**src/rtl/i2c_pkg.sv**
```systemverilog
// i2c_pkg: shared FSM states and protocol constants for the codec configuration target
package i2c_pkg;
  typedef enum logic [1:0] {S_IDLE, S_RECV, S_ACK, S_IGNORE} state_t;
  localparam logic I2C_WR = 1'b0;
  localparam logic I2C_RD = 1'b1;
  localparam logic [6:0] CODEC_DEV_ADDR = 7'h1A;
  localparam int FRAME_BYTES = 3;
endpackage

```
**src/rtl/i2c_line_sync.sv**
```systemverilog
// i2c_line_sync: synchronizes SCL/SDA and derives edge, START and STOP strobes
module i2c_line_sync #(
  parameter int SYNC_STAGES = 2
) (
  input  logic i_clk,
  input  logic i_rst,
  input  logic i_sclk,
  input  logic i_sdat,
  output logic o_scl,
  output logic o_sda,
  output logic o_scl_rise,
  output logic o_scl_fall,
  output logic o_start_det,
  output logic o_stop_det
);
  logic [SYNC_STAGES-1:0] scl_q, sda_q;
  logic scl_h, sda_h;
  always_ff @(posedge i_clk)
    if (i_rst) begin
      scl_q <= '0;
      sda_q <= '0;
      scl_h <= 1'b0;
      sda_h <= 1'b0;
    end else begin
      scl_q <= {scl_q[SYNC_STAGES-2:0], i_sclk};
      sda_q <= {sda_q[SYNC_STAGES-2:0], i_sdat};
      scl_h <= o_scl;
      sda_h <= o_sda;
    end
  assign o_scl       = scl_q[SYNC_STAGES-1];
  assign o_sda       = sda_q[SYNC_STAGES-1];
  assign o_scl_rise  = o_scl & ~scl_h;
  assign o_scl_fall  = ~o_scl & scl_h;
  assign o_start_det = o_scl & scl_h & sda_h & ~o_sda;
  assign o_stop_det  = o_scl & scl_h & ~sda_h & o_sda;
endmodule

```
**src/rtl/i2c_cfg_target.sv**
```systemverilog
// i2c_cfg_target: write-only I2C target that logs 3-byte codec frames into a shadow register file
module i2c_cfg_target
  import i2c_pkg::*;
#(
  parameter logic [6:0] DEV_ADDR    = CODEC_DEV_ADDR,
  parameter int         SYNC_STAGES = 2,
  parameter int         NUM_REGS    = 16
) (
  input  logic       i_clk,
  input  logic       i_rst,
  input  logic       i_sclk,
  input  logic       i_sdat,
  output logic       o_ack_oe,
  output logic       o_reg_valid,
  output logic [6:0] o_reg_addr,
  output logic [8:0] o_reg_data,
  input  logic [3:0] i_rd_addr,
  output logic [8:0] o_rd_data,
  output logic       o_busy,
  output logic       o_err,
  output logic [7:0] o_frame_cnt
);
  logic unused_scl, sda, scl_rise, scl_fall, start_det, stop_det;
  state_t state, state_n;
  logic [2:0] bit_cnt;
  logic [1:0] byte_cnt;
  logic [7:0] shreg, byte1, byte2;
  logic byte_done, ovr;
  logic accept, reject, commit, err_d;
  logic [8:0] shadow [NUM_REGS];
  i2c_line_sync #(.SYNC_STAGES(SYNC_STAGES)) u_sync (
    .i_clk      (i_clk),
    .i_rst      (i_rst),
    .i_sclk     (i_sclk),
    .i_sdat     (i_sdat),
    .o_scl      (unused_scl),
    .o_sda      (sda),
    .o_scl_rise (scl_rise),
    .o_scl_fall (scl_fall),
    .o_start_det(start_det),
    .o_stop_det (stop_det)
  );
  always_ff @(posedge i_clk)
    if (i_rst) state <= S_IDLE;
    else state <= state_n;
  always_comb begin
    state_n = state;
    accept  = 1'b0;
    reject  = 1'b0;
    commit  = 1'b0;
    err_d   = 1'b0;
    if (start_det) begin
      state_n = S_RECV;
      err_d   = byte_cnt != 2'd0;
    end else if (stop_det) begin
      state_n = S_IDLE;
      commit  = byte_cnt == 2'(FRAME_BYTES) && !ovr;
      err_d   = !commit && byte_cnt != 2'd0;
    end else if (state == S_RECV && byte_done && scl_fall) begin
      accept  = byte_cnt == 2'd0 ? shreg == {DEV_ADDR, I2C_WR} : byte_cnt != 2'd3;
      reject  = !accept;
      err_d   = byte_cnt == 2'd3;
      state_n = accept ? S_ACK : S_IGNORE;
    end else if (state == S_ACK && scl_fall) begin
      state_n = S_RECV;
    end
  end
  always_ff @(posedge i_clk)
    if (i_rst) begin
      bit_cnt     <= 3'd7;
      byte_cnt    <= 2'd0;
      shreg       <= '0;
      byte1       <= '0;
      byte2       <= '0;
      byte_done   <= 1'b0;
      ovr         <= 1'b0;
      o_reg_valid <= 1'b0;
      o_err       <= 1'b0;
      o_reg_addr  <= '0;
      o_reg_data  <= '0;
      o_frame_cnt <= '0;
      for (int i = 0; i < NUM_REGS; i++) shadow[i] <= '0;
    end else begin
      o_reg_valid <= commit;
      o_err       <= err_d;
      if (start_det || stop_det) begin
        bit_cnt   <= 3'd7;
        byte_cnt  <= 2'd0;
        byte_done <= 1'b0;
        ovr       <= 1'b0;
      end else if (state == S_RECV && scl_rise && !byte_done) begin
        shreg     <= {shreg[6:0], sda};
        byte_done <= bit_cnt == 3'd0;
        bit_cnt   <= bit_cnt - 3'd1;
      end else if (accept) begin
        byte_done <= 1'b0;
        if (byte_cnt == 2'd1) byte1 <= shreg;
        if (byte_cnt == 2'd2) byte2 <= shreg;
      end else if (reject) begin
        byte_done <= 1'b0;
        ovr       <= byte_cnt == 2'd3;
      end else if (state == S_ACK && scl_fall) begin
        byte_cnt <= byte_cnt + 2'd1;
        bit_cnt  <= 3'd7;
      end
      if (commit) begin
        o_reg_addr  <= byte1[7:1];
        o_reg_data  <= {byte1[0], byte2};
        o_frame_cnt <= o_frame_cnt + 8'd1;
        if (byte1[7:5] == 3'd0) shadow[byte1[4:1]] <= {byte1[0], byte2};
      end
    end
  assign o_ack_oe  = state == S_ACK;
  assign o_busy    = state != S_IDLE;
  assign o_rd_data = shadow[i_rd_addr];
endmodule

```
**config.mk**
```make
export PLATFORM = sky130hd
export DESIGN_NAME = i2c_cfg_target
export DESIGN_NICKNAME = d
export VERILOG_FILES = /design/src/rtl/i2c_pkg.sv /design/src/rtl/i2c_line_sync.sv /design/src/rtl/i2c_cfg_target.sv
export SDC_FILE = /design/constraint.sdc
export NUM_CORES = 1
export LEC_CHECK = 0
export BUFFER_PORTS_ARGS = -buffer_cell sky130_fd_sc_hd__buf_4
export CAP_MARGIN = 10
export CORE_AREA = 8 8 135 137
export CTS_CLUSTER_SIZE = 20
export DETAILED_ROUTE_END_ITERATION = 7
export DIE_AREA = 0 0 143 145
export PLACE_DENSITY_LB_ADDON = 0.1
export SETUP_SLACK_MARGIN = 0.15
export SLEW_MARGIN = 20
export SYNTH_ARGS = -nofsm -noshare
export SYNTH_HDL_FRONTEND = slang
export SYNTH_SLANG_ARGS = --single-unit
```
**constraint.sdc**
```tcl
create_clock -name i_clk -period 3.29 [get_ports i_clk]
set_clock_uncertainty 0.2 [all_clocks]
set_input_delay 0 -clock i_clk [delete_from_list [all_inputs] [get_ports i_clk]]
set_output_delay 0 -clock i_clk [all_outputs]
set_load 0.005 [all_outputs]
```
==> flow_summary.toml, run 1 <==
[die]
design.die.area_um2 = 20700
num_rows = 47
die_h_um = 145
core_um2 = 16200
io_pins = 45
initial_core_util = 0.581
die_x_um = 143

[logic_synthesis]
ys_seq_area_frac = 0.599
syn_nets = 730
synth_ff_type = "edfxtp_1"
async_reset_ff_frac = 0
syn_inst = 715
ys_seq_elements = 209
yosysWarnings = 0
netlist_area_um2 = 9390
synth_edf_count = 144
syn_avg_cell_area_um2 = 13.1
synth_cell_types = 47

[placed_design]
hpwl_um = 14500
place_congestion = 0.859
dp_cells = 947
port_buffers = 44

[cts]
cts_repair_resize_count = 0
cts_tree = "yes"
numCtsBuffers = 22
clock_latency_ns = 0.50
cts.sinks = 209
clock_path_buffers = 3
cts-root-buf = "clkbuf_16"
clk_pin_slew_ns = 0.06
htree_levels = 1

[timing]
max_slew_margin = 0.348
worstMarginPinSlew_ns = 0.977
timing.final.crit_period_ns = 2.82
finalSetupTns_ns = 0
setup_viol = 0
slew_viol_final = 0
final.period_utilization = 0.858
finalHoldViolations = 0
rsz0062_at_grt = "false"
fmax_mhz = 354

[power_and_ir_drop]
power_leakage_uw = 0.00385
power.share.clock = 0.431
combPwrFrac = 0.044
switchingPower_uw = 1130
p_sw_frac = 0.203
p_int_uw = 4460
p_per_area_nw_per_um2 = 527
ir_worst_vdd_v = 0.000395
seq_power_share = 0.524

[critical_path]
startpoint_type = "flip-flop"
end_kind = "flip-flop"
crit_chain = "ha_1 > nand4b_4 > or4_1 > buf_4 > nor3_4 > or2_1"
crit_family = "simple AND/OR/NAND/NOR gates"
max_stage_delay_ns = 0.43
crit_buf_inv = 1
crit_slowest_cell = "or4_1"
required_ns = 3.25
worstSetupPathType = "flip-flop to flip-flop"
crit_arrival_ns = 2.78
crit_fanout = 10

[routing]
drt_wl_total_um = 21400
ant_nets = 0
drtIter0Drc = 471
drc_errors = 0
wl_per_cell_um = 21.6
via_per_inst = 5.79
num_vias = 5732
first_pass_iters = 6

[final_layout]
nNetsFinal = 769
drive_gt1_frac = 0.195
layout.area.seq_um2 = 5630
multi_input_comb_area_um2 = 3560
fillerInstances = 1189
areaGrowthSynthToFinish_pct = 13.1
antenna_cells = 0
stdcell_count = 990
final_common_cell = "and2_1"
most-common-layout-cells = "and2_1, edfxtp_1, dfxtp_1, nand2_1, buf_4"

[grt]
grt_pass1_vias = 5565
gr-total-overflow = 0
grt_first_pass_wirelength_um = 32700
antenna_found_initial = 0
grt_max_degree = 82
track_usage = 0.207

[run_status]
status = "finished clean"

[hold_path]
min_path_type = "input pin to flip-flop"

[run]
drv_cap = 0
-- synth_stat cells, types with 5 or more instances --
master | count | area, um2
nor4_1 | 5 | 31.3
nor3_4 | 8 | 130
nand3_1 | 5 | 25.0
nor3_2 | 8 | 80.1
nor2_1 | 26 | 97.6
xnor2_1 | 7 | 61.3
a22oi_1 | 18 | 135
buf_1 | 5 | 18.8
nand2_1 | 52 | 195
nand2b_1 | 27 | 169
and2_1 | 145 | 907
inv_1 | 9 | 33.8
mux2i_1 | 25 | 250
ha_1 | 7 | 87.6
clkbuf_1 | 23 | 86.3
mux4_2 | 36 | 811
or2_2 | 13 | 81.3
a21oi_1 | 24 | 120
buf_2 | 9 | 45.0
dfxtp_1 | 65 | 1300
edfxtp_1 | 144 | 4320
nor2b_1 | 12 | 75.1
or2_1 | 6 | 37.5
-- sequential cells by signal (all words and copies together) (netlist names) --
signal and count:
o_frame_cnt 8, byte_cnt 2, bit_cnt 3, u_sync.scl_q 2
shadow 144, state 2, ovr 1, u_sync.sda_h 1
o_reg_addr 7, byte_done 1, u_sync.scl_h 1, o_reg_valid 1
o_err 1, o_reg_data 9, byte1 8, shreg 8
u_sync.sda_q 2, byte2 8
-- cells by family (layout without fill, tap and decap cells) --
| logic type | Yosys count | after routing | share of synthesized area |
|---|---|---|---|
| simple gates | 329 | 329 | 0.214 |
| flops | 209 | 209 | 0.599 |
| mux | 61 | 61 | 0.113 |
| compound gates | 54 | 54 | 0.0364 |
| buf+inv | 48 | 103 | 0.0212 |
| fa+ha+maj | 7 | 7 | 0.00933 |
| xor+xnor | 7 | 7 | 0.00653 |
-- layout make-up --
| cell class | instances | area share |
|---|---|---|
| timing repair buffer | 53 | 0.0382 |
| multi-input combinational | 458 | 0.336 |
| clock inverter | 11 | 0.00943 |
| tap | 220 | 0.0259 |
| clock buffer | 29 | 0.0573 |
| inverter | 10 | 0.00354 |
| sequential | 209 | 0.530 |
-- worst register-to-register path: cells and delay by family, from the launching register on --
kind,cells,cell delay (ns)
adders and majority gates,1,0.34
buffers and inverters,1,0.24
DFF,1,0.39
and+or+nand+nor,4,1.31
-- per-stage QoR --
stage	hold slack (ns)	cell area (um2)	util	setup slack [ns]	power (uW)
after floorplan	-0.0718	9390	-	0.799	3130
after global placement	0.0105	9880	0.611	0.570	3230
after detailed placement	0.0169	9880	0.611	0.471	3230
after CTS	0.0391	10600	0.656	0.459	5630
after global routing	0.0578	10600	0.656	0.290	5750
final	0.0516	10600	0.656	0.468	5600
-- path summary, 6_finish.rpt --
path / from / end / slack, ns / cells past startpoint
min reg2reg: u_sync.scl_q[0] / u_sync.scl_q[1] / 0.24 / 1
max: byte_cnt[0] / shadow[11][3] / 0.47 / 6
min: i_sclk / u_sync.scl_q[0] / 0.05 / 3
max reg2reg: byte_cnt[0] / shadow[11][3] / 0.47 / 6
-- power groups by stage --
| stage | logic (uW) | clock network, uW | registers, uW |
|---|---|---|---|
| floorplan | 177 | 0 | 2960 |
| CTS | 249 | 2440 | 2930 |
| finish | 249 | 2420 | 2930 |
| global placement | 241 | 0 | 2980 |
| global route | 266 | 2550 | 2940 |
| detailed placement | 246 | 0 | 2990 |
-- layer usage --
layer	global-route usage	routed length, um	vias up
li1	-	-	2643
met1	0.294	9370	2780
met2	0.315	9700	272
met3	0.0387	1720	37
met4	0.0675	574	0
met5	0	0	-
-- timing repair --
item / 4_1_cts / 5_1_grt
hold endpoints to repair: 11 / 0
setup endpoints to repair: 0 / 0
hold buffers: 3 / 0
buffers inserted: 0 / 0
Power figures use the tool's default switching activity.
==> run 2: changes to the inputs <==
- clock period: 3.29 -> 2.82 ns (I/O delays scaled with it)
==> run 2 against run 1 <==
Routed wire length is 3.6% lower. Utilization is 0.84 points higher. Via count is 1.6% lower. Register-to-register slack worse by 0.18 ns. Critical path depth stayed put. Highest routed layer unchanged. First-iteration DRC count is 15% lower. Power is 16% higher. Sequential power is 17% higher. Combinational power is 20% higher. Global-route usage is 0.53 points lower. Cell count is 1.5% higher.
==> flow_summary.toml, run 2 (same netlist as run 1, synthesis figures left out) <==
[die]
design.die.area_um2 = 20700
die_h_um = 145
die_x_um = 143
io_pins = 45
num_rows = 47
core_um2 = 16200
initial_core_util = 0.581

[routing]
num_vias = 5640
drc_errors = 0
drt_wl_total_um = 20600
first_pass_iters = 4
wl_per_cell_um = 20.5
ant_nets = 0
via_per_inst = 5.61
drtIter0Drc = 402

[critical_path]
startpoint_type = "flip-flop"
crit_family = "simple AND/OR/NAND/NOR gates"
crit_chain = "ha_2 > nand4b_4 > or4_1 > buf_4 > nor3_4 > or2_4"
crit_fanout = 10
crit_buf_inv = 1
required_ns = 2.81
max_stage_delay_ns = 0.45
worstSetupPathType = "flip-flop to flip-flop"
crit_slowest_cell = "or4_1"
crit_arrival_ns = 2.52
end_kind = "flip-flop"

[grt]
busiest_layer = "met2"
antenna_found_initial = 0
grt_max_degree = 61
use_met1 = 0.262
grt_use_met2 = 0.333
track_usage = 0.202
grt_first_pass_wirelength_um = 32500
grt.met3_usage = 0.0417
grt_pass1_vias = 5896
gr-total-overflow = 0

[timing]
timing.final.crit_period_ns = 2.53
final.period_utilization = 0.898
setup_viol = 0
rsz0062_at_grt = "false"
worstMarginPinSlew_ns = 0.938
slew_viol_final = 0
fmax_mhz = 395
finalSetupTns_ns = 0
max_slew_margin = 0.374
finalHoldViolations = 0

[run_status]
status = "finished clean"

[power_and_ir_drop]
combPwrFrac = 0.046
p_int_uw = 5170
p_sw_frac = 0.200
power.share.clock = 0.426
switchingPower_uw = 1290
seq_power_share = 0.528
power_leakage_uw = 0.00394
finalPower_uw = 6470
ir_worst_vdd_v = 0.000522
p_per_area_nw_per_um2 = 602

[cts]
clk_pin_slew_ns = 0.06
cts.sinks = 209
clock_latency_ns = 0.48
cts-root-buf = "clkbuf_16"
numCtsBuffers = 21
cts_tree = "yes"
htree_levels = 1
clock_path_buffers = 3

[final_layout]
reg_top3 = "shadow: 144 flops, o_reg_data: 9 flops"
areaGrowthSynthToFinish_pct = 14.5
most-common-layout-cells = "and2_1, edfxtp_1, buf_4, dfxtp_1, nand2_1"
max_flop_register = "shadow"
largest_reg_flops = 144
drive_gt1_frac = 0.220
final_common_cell = "and2_1"
nNetsFinal = 786
antenna_cells = 0
fillerInstances = 1186
final_core_util = 0.665

[placed_design]
place_congestion = 0.818
hpwl_um = 14000
port_buffers = 44

[hold_path]
min_path_type = "input pin to flip-flop"

[run]
drv_cap = 0
## run 2: cell types whose count changed in the layout (fill, tap and decap cells not counted), moves of 2 or more
cell	previous run	this run
buf_4	50	66
or2_4	0	7
or2_1	6	1
clkinv_1	5	1
clkbuf_8	1	4
clkbuf_16	23	21
dlygate4sd3_1	3	5
or2_2	13	11
## run 2: worst reg2reg max path: stages, from the launching register on
cell and delay (ns):
dfxtp_1 0.40, ha_2 0.29, nand4b_4 0.11, or4_1 0.45
buf_4 0.24, nor3_4 0.29, or2_4 0.26
## run 2: through the flow
stage                     setup WS, ns  cells  area, um2  hold slack [ns]
after floorplan                  0.329    715       9390          -0.0718
after global placement           0.227    962       9990           0.0109
after CTS                        0.210   1004      10700            0.219
final                            0.287   1005      10800            0.229
after detailed placement         0.127    962       9990           0.0184
after global routing             0.143   1005      10800            0.259
## run 2: repair_timing
action                                  in CTS  in global routing
hold endpoints to repair                    26                  0
resized for setup                            3                  5
hold buffers                                 5                  0
buffers inserted                             0                  1
endpoints found under the setup margin      27                 54
pin swaps                                    0                  1
## run 2: area by class of cell
class | count | area [um2] | share of cell area
Sequential cell | 209 | 5630 | 0.523
Clock buffer | 30 | 599 | 0.0557
Multi-Input combinational cell | 458 | 3580 | 0.333
Timing Repair Buffer | 71 | 546 | 0.0507
Inverter | 10 | 37.5 | 0.00349
Clock inverter | 7 | 85.1 | 0.00791
Tap cell | 220 | 275 | 0.0256
## run 2: final timing paths
path	start	to	slack, ns	cells after the start
worst min-delay path	i_rst	shreg[0]	0.23	3
worst max-delay path	byte_cnt[0]	shadow[10][8]	0.29	6
worst max register to register	byte_cnt[0]	shadow[10][8]	0.29	6
worst min register to register	u_sync.scl_q[0]	u_sync.scl_q[1]	0.25	1
## run 2: layer usage
metal  vias to the layer above  wire [um]
met2                       194       9920
met3                        34       1480
li1                       2667          -
met4                         0        457
met1                      2745       8740
met5                         -          0
## run 2: power by group through the flow
stage	registers [uW]	clock network [uW]	logic, uW
finish	3420	2750	299
CTS	3420	2790	300
floorplan	3450	0	207
global placement	3480	0	288
detailed placement	3480	0	293
global route	3420	2900	325
==> run 3: changes to the inputs <==
- clock period: 2.82 -> 2.7 ns (I/O delays scaled with it)
==> run 3 against run 2 <==
Clock power is 4% lower. Final area is 0.27% lower. First-iteration DRC count is 36% higher. Cell count is 0.40% higher. Setup slack worse by 0.028 ns. Flip-flop and latch count stayed put. Maximum frequency is 3.8% higher. Combinational power is 6% higher. Sequential power is 4% higher.
==> flow_summary.toml, run 3 (same netlist as run 1, synthesis figures left out) <==
[run_status]
status = "finished clean"

[routing]
drt_wl_total_um = 21300
via_per_inst = 5.74
drtIter0Drc = 548
wl_per_cell_um = 21.1
first_pass_iters = 5
ant_nets = 0
drc_errors = 0
num_vias = 5794

[placed_design]
place_congestion = 0.868
dp_cells = 965
hpwl_um = 14500
port_buffers = 44

[critical_path]
startpoint_type = "flip-flop"
end_kind = "flip-flop"
max_stage_delay_ns = 0.45
crit_chain = "ha_2 > nand4b_4 > or4_1 > buf_6 > nor3_4 > or2_4"
required_ns = 2.70
worstSetupPathType = "flip-flop to flip-flop"
crit_arrival_ns = 2.44
crit_buf_inv = 1
crit_fanout = 8
crit_family = "simple AND/OR/NAND/NOR gates"
crit_slowest_cell = "or4_1"

[die]
num_rows = 47
core_um2 = 16200
initial_core_util = 0.581
die_x_um = 143
io_pins = 45
design.die.area_um2 = 20700
die_h_um = 145

[cts]
htree_levels = 1
cts-root-buf = "clkbuf_16"
clock_latency_ns = 0.49
cts.sinks = 209
cts_tree = "yes"
clk_pin_slew_ns = 0.06
clock_path_buffers = 3
numCtsBuffers = 21

[final_layout]
stdcell_count = 1009
largest_reg_flops = 144
areaGrowthSynthToFinish_pct = 14.2
final_common_cell = "and2_1"
nNetsFinal = 790
antenna_cells = 0
layout.area.seq_um2 = 5630
most-common-layout-cells = "and2_1, edfxtp_1, buf_4, dfxtp_1, nand2_1"
reg_top3 = "shadow: 144 flops, o_reg_data: 9 flops"
drive_gt1_frac = 0.221
fillerInstances = 1197
multi_input_comb_area_um2 = 3600
max_flop_register = "shadow"

[power_and_ir_drop]
ir_worst_vdd_v = 0.000410
finalPower_uw = 6540
seq_power_share = 0.546
power.share.clock = 0.406
p_sw_frac = 0.206
power_leakage_uw = 0.00394
p_per_area_nw_per_um2 = 610
combPwrFrac = 0.048
switchingPower_uw = 1340
p_int_uw = 5190

[grt]
grt_first_pass_wirelength_um = 33700
grt_max_degree = 80
antenna_found_initial = 0
track_usage = 0.211
gr-total-overflow = 0
grt_pass1_vias = 5917

[timing]
setup_viol = 0
finalSetupTns_ns = 0
slew_viol_final = 0
final.period_utilization = 0.904
worstMarginPinSlew_ns = 0.881
rsz0062_at_grt = "false"
fmax_mhz = 410
max_slew_margin = 0.412
timing.final.crit_period_ns = 2.44
finalHoldViolations = 0

[hold_path]
min_path_type = "input pin to flip-flop"

[run]
drv_cap = 0
## run 3: cell types whose count changed in the layout (fill, tap and decap cells not counted)
cell           previous run  this run
clkbuf_1                  5         9
buf_4                    66        70
buf_6                     0         1
nand4b_4                  1         2
clkinv_1                  1         2
nand4b_2                  1         0
bufinv_16                 2         0
or2_2                    11        12
dlygate4sd3_1             5         3
clkinv_2                  5         3
clkbuf_8                  4         3
## run 3: final timing paths
check                  start              end  slack (ns)  depth (start not counted)
max              byte_cnt[0]    shadow[10][3]        0.26                          6
max reg2reg      byte_cnt[0]    shadow[10][3]        0.26                          6
min                   i_sdat  u_sync.sda_q[0]        0.07                          3
min reg2reg  u_sync.scl_q[0]  u_sync.scl_q[1]        0.25                          1
## run 3: metrics by stage
step           area (um2)  setup WS [ns]  hold slack, ns  utilization
3_5_place_dp        10000         0.0998          0.0200        0.619
4_1_cts             10700          0.165          0.0535        0.660
3_3_place_gp        10000          0.194          0.0245        0.619
2_1_floorplan        9390          0.209         -0.0718            -
5_1_grt             10700          0.137          0.0650        0.663
6_report            10700          0.259          0.0660        0.663
## run 3: per-layer routing
metal	GRT usage	up-vias	wire length (um)
li1	-	2679	-
met1	0.279	2871	8900
met2	0.350	205	10500
met3	0.0341	39	1440
met4	0.0564	0	476
met5	0	-	0
## run 3: worst reg2reg max path: cells and delay by family, from the launching register on
kind / cells / cell delay (ns)
flip-flops: 1 / 0.40
buffers and inverters: 1 / 0.20
adder cells (fa/ha/maj): 1 / 0.24
AND/OR/NAND/NOR: 4 / 1.12
## run 3: final cells by class
type | count | area share
clock buffer | 33 | 0.0560
clock inverter | 4 | 0.00175
inverter | 10 | 0.00350
multi-input combinational | 459 | 0.336
sequential | 209 | 0.525
tap | 220 | 0.0257
timing repair buffer | 74 | 0.0529
## run 3: power groups by stage
stage	sequential (uW)	clock, uW	combinational (uW)
after floorplan	3600	0	216
after global placement	3630	0	299
after detailed placement	3640	0	310
after CTS	3570	2700	319
after global routing	3580	2820	341
final	3570	2650	316
## run 3: what timing repair did
item | in CTS | in global routing
resized for setup | 7 | 3
pin swaps | 0 | 2
cloned | 0 | 1
buffers inserted | 0 | 3
hold buffers | 3 | 0
endpoints found under the setup margin | 63 | 45
endpoints found under the hold margin | 13 | 0
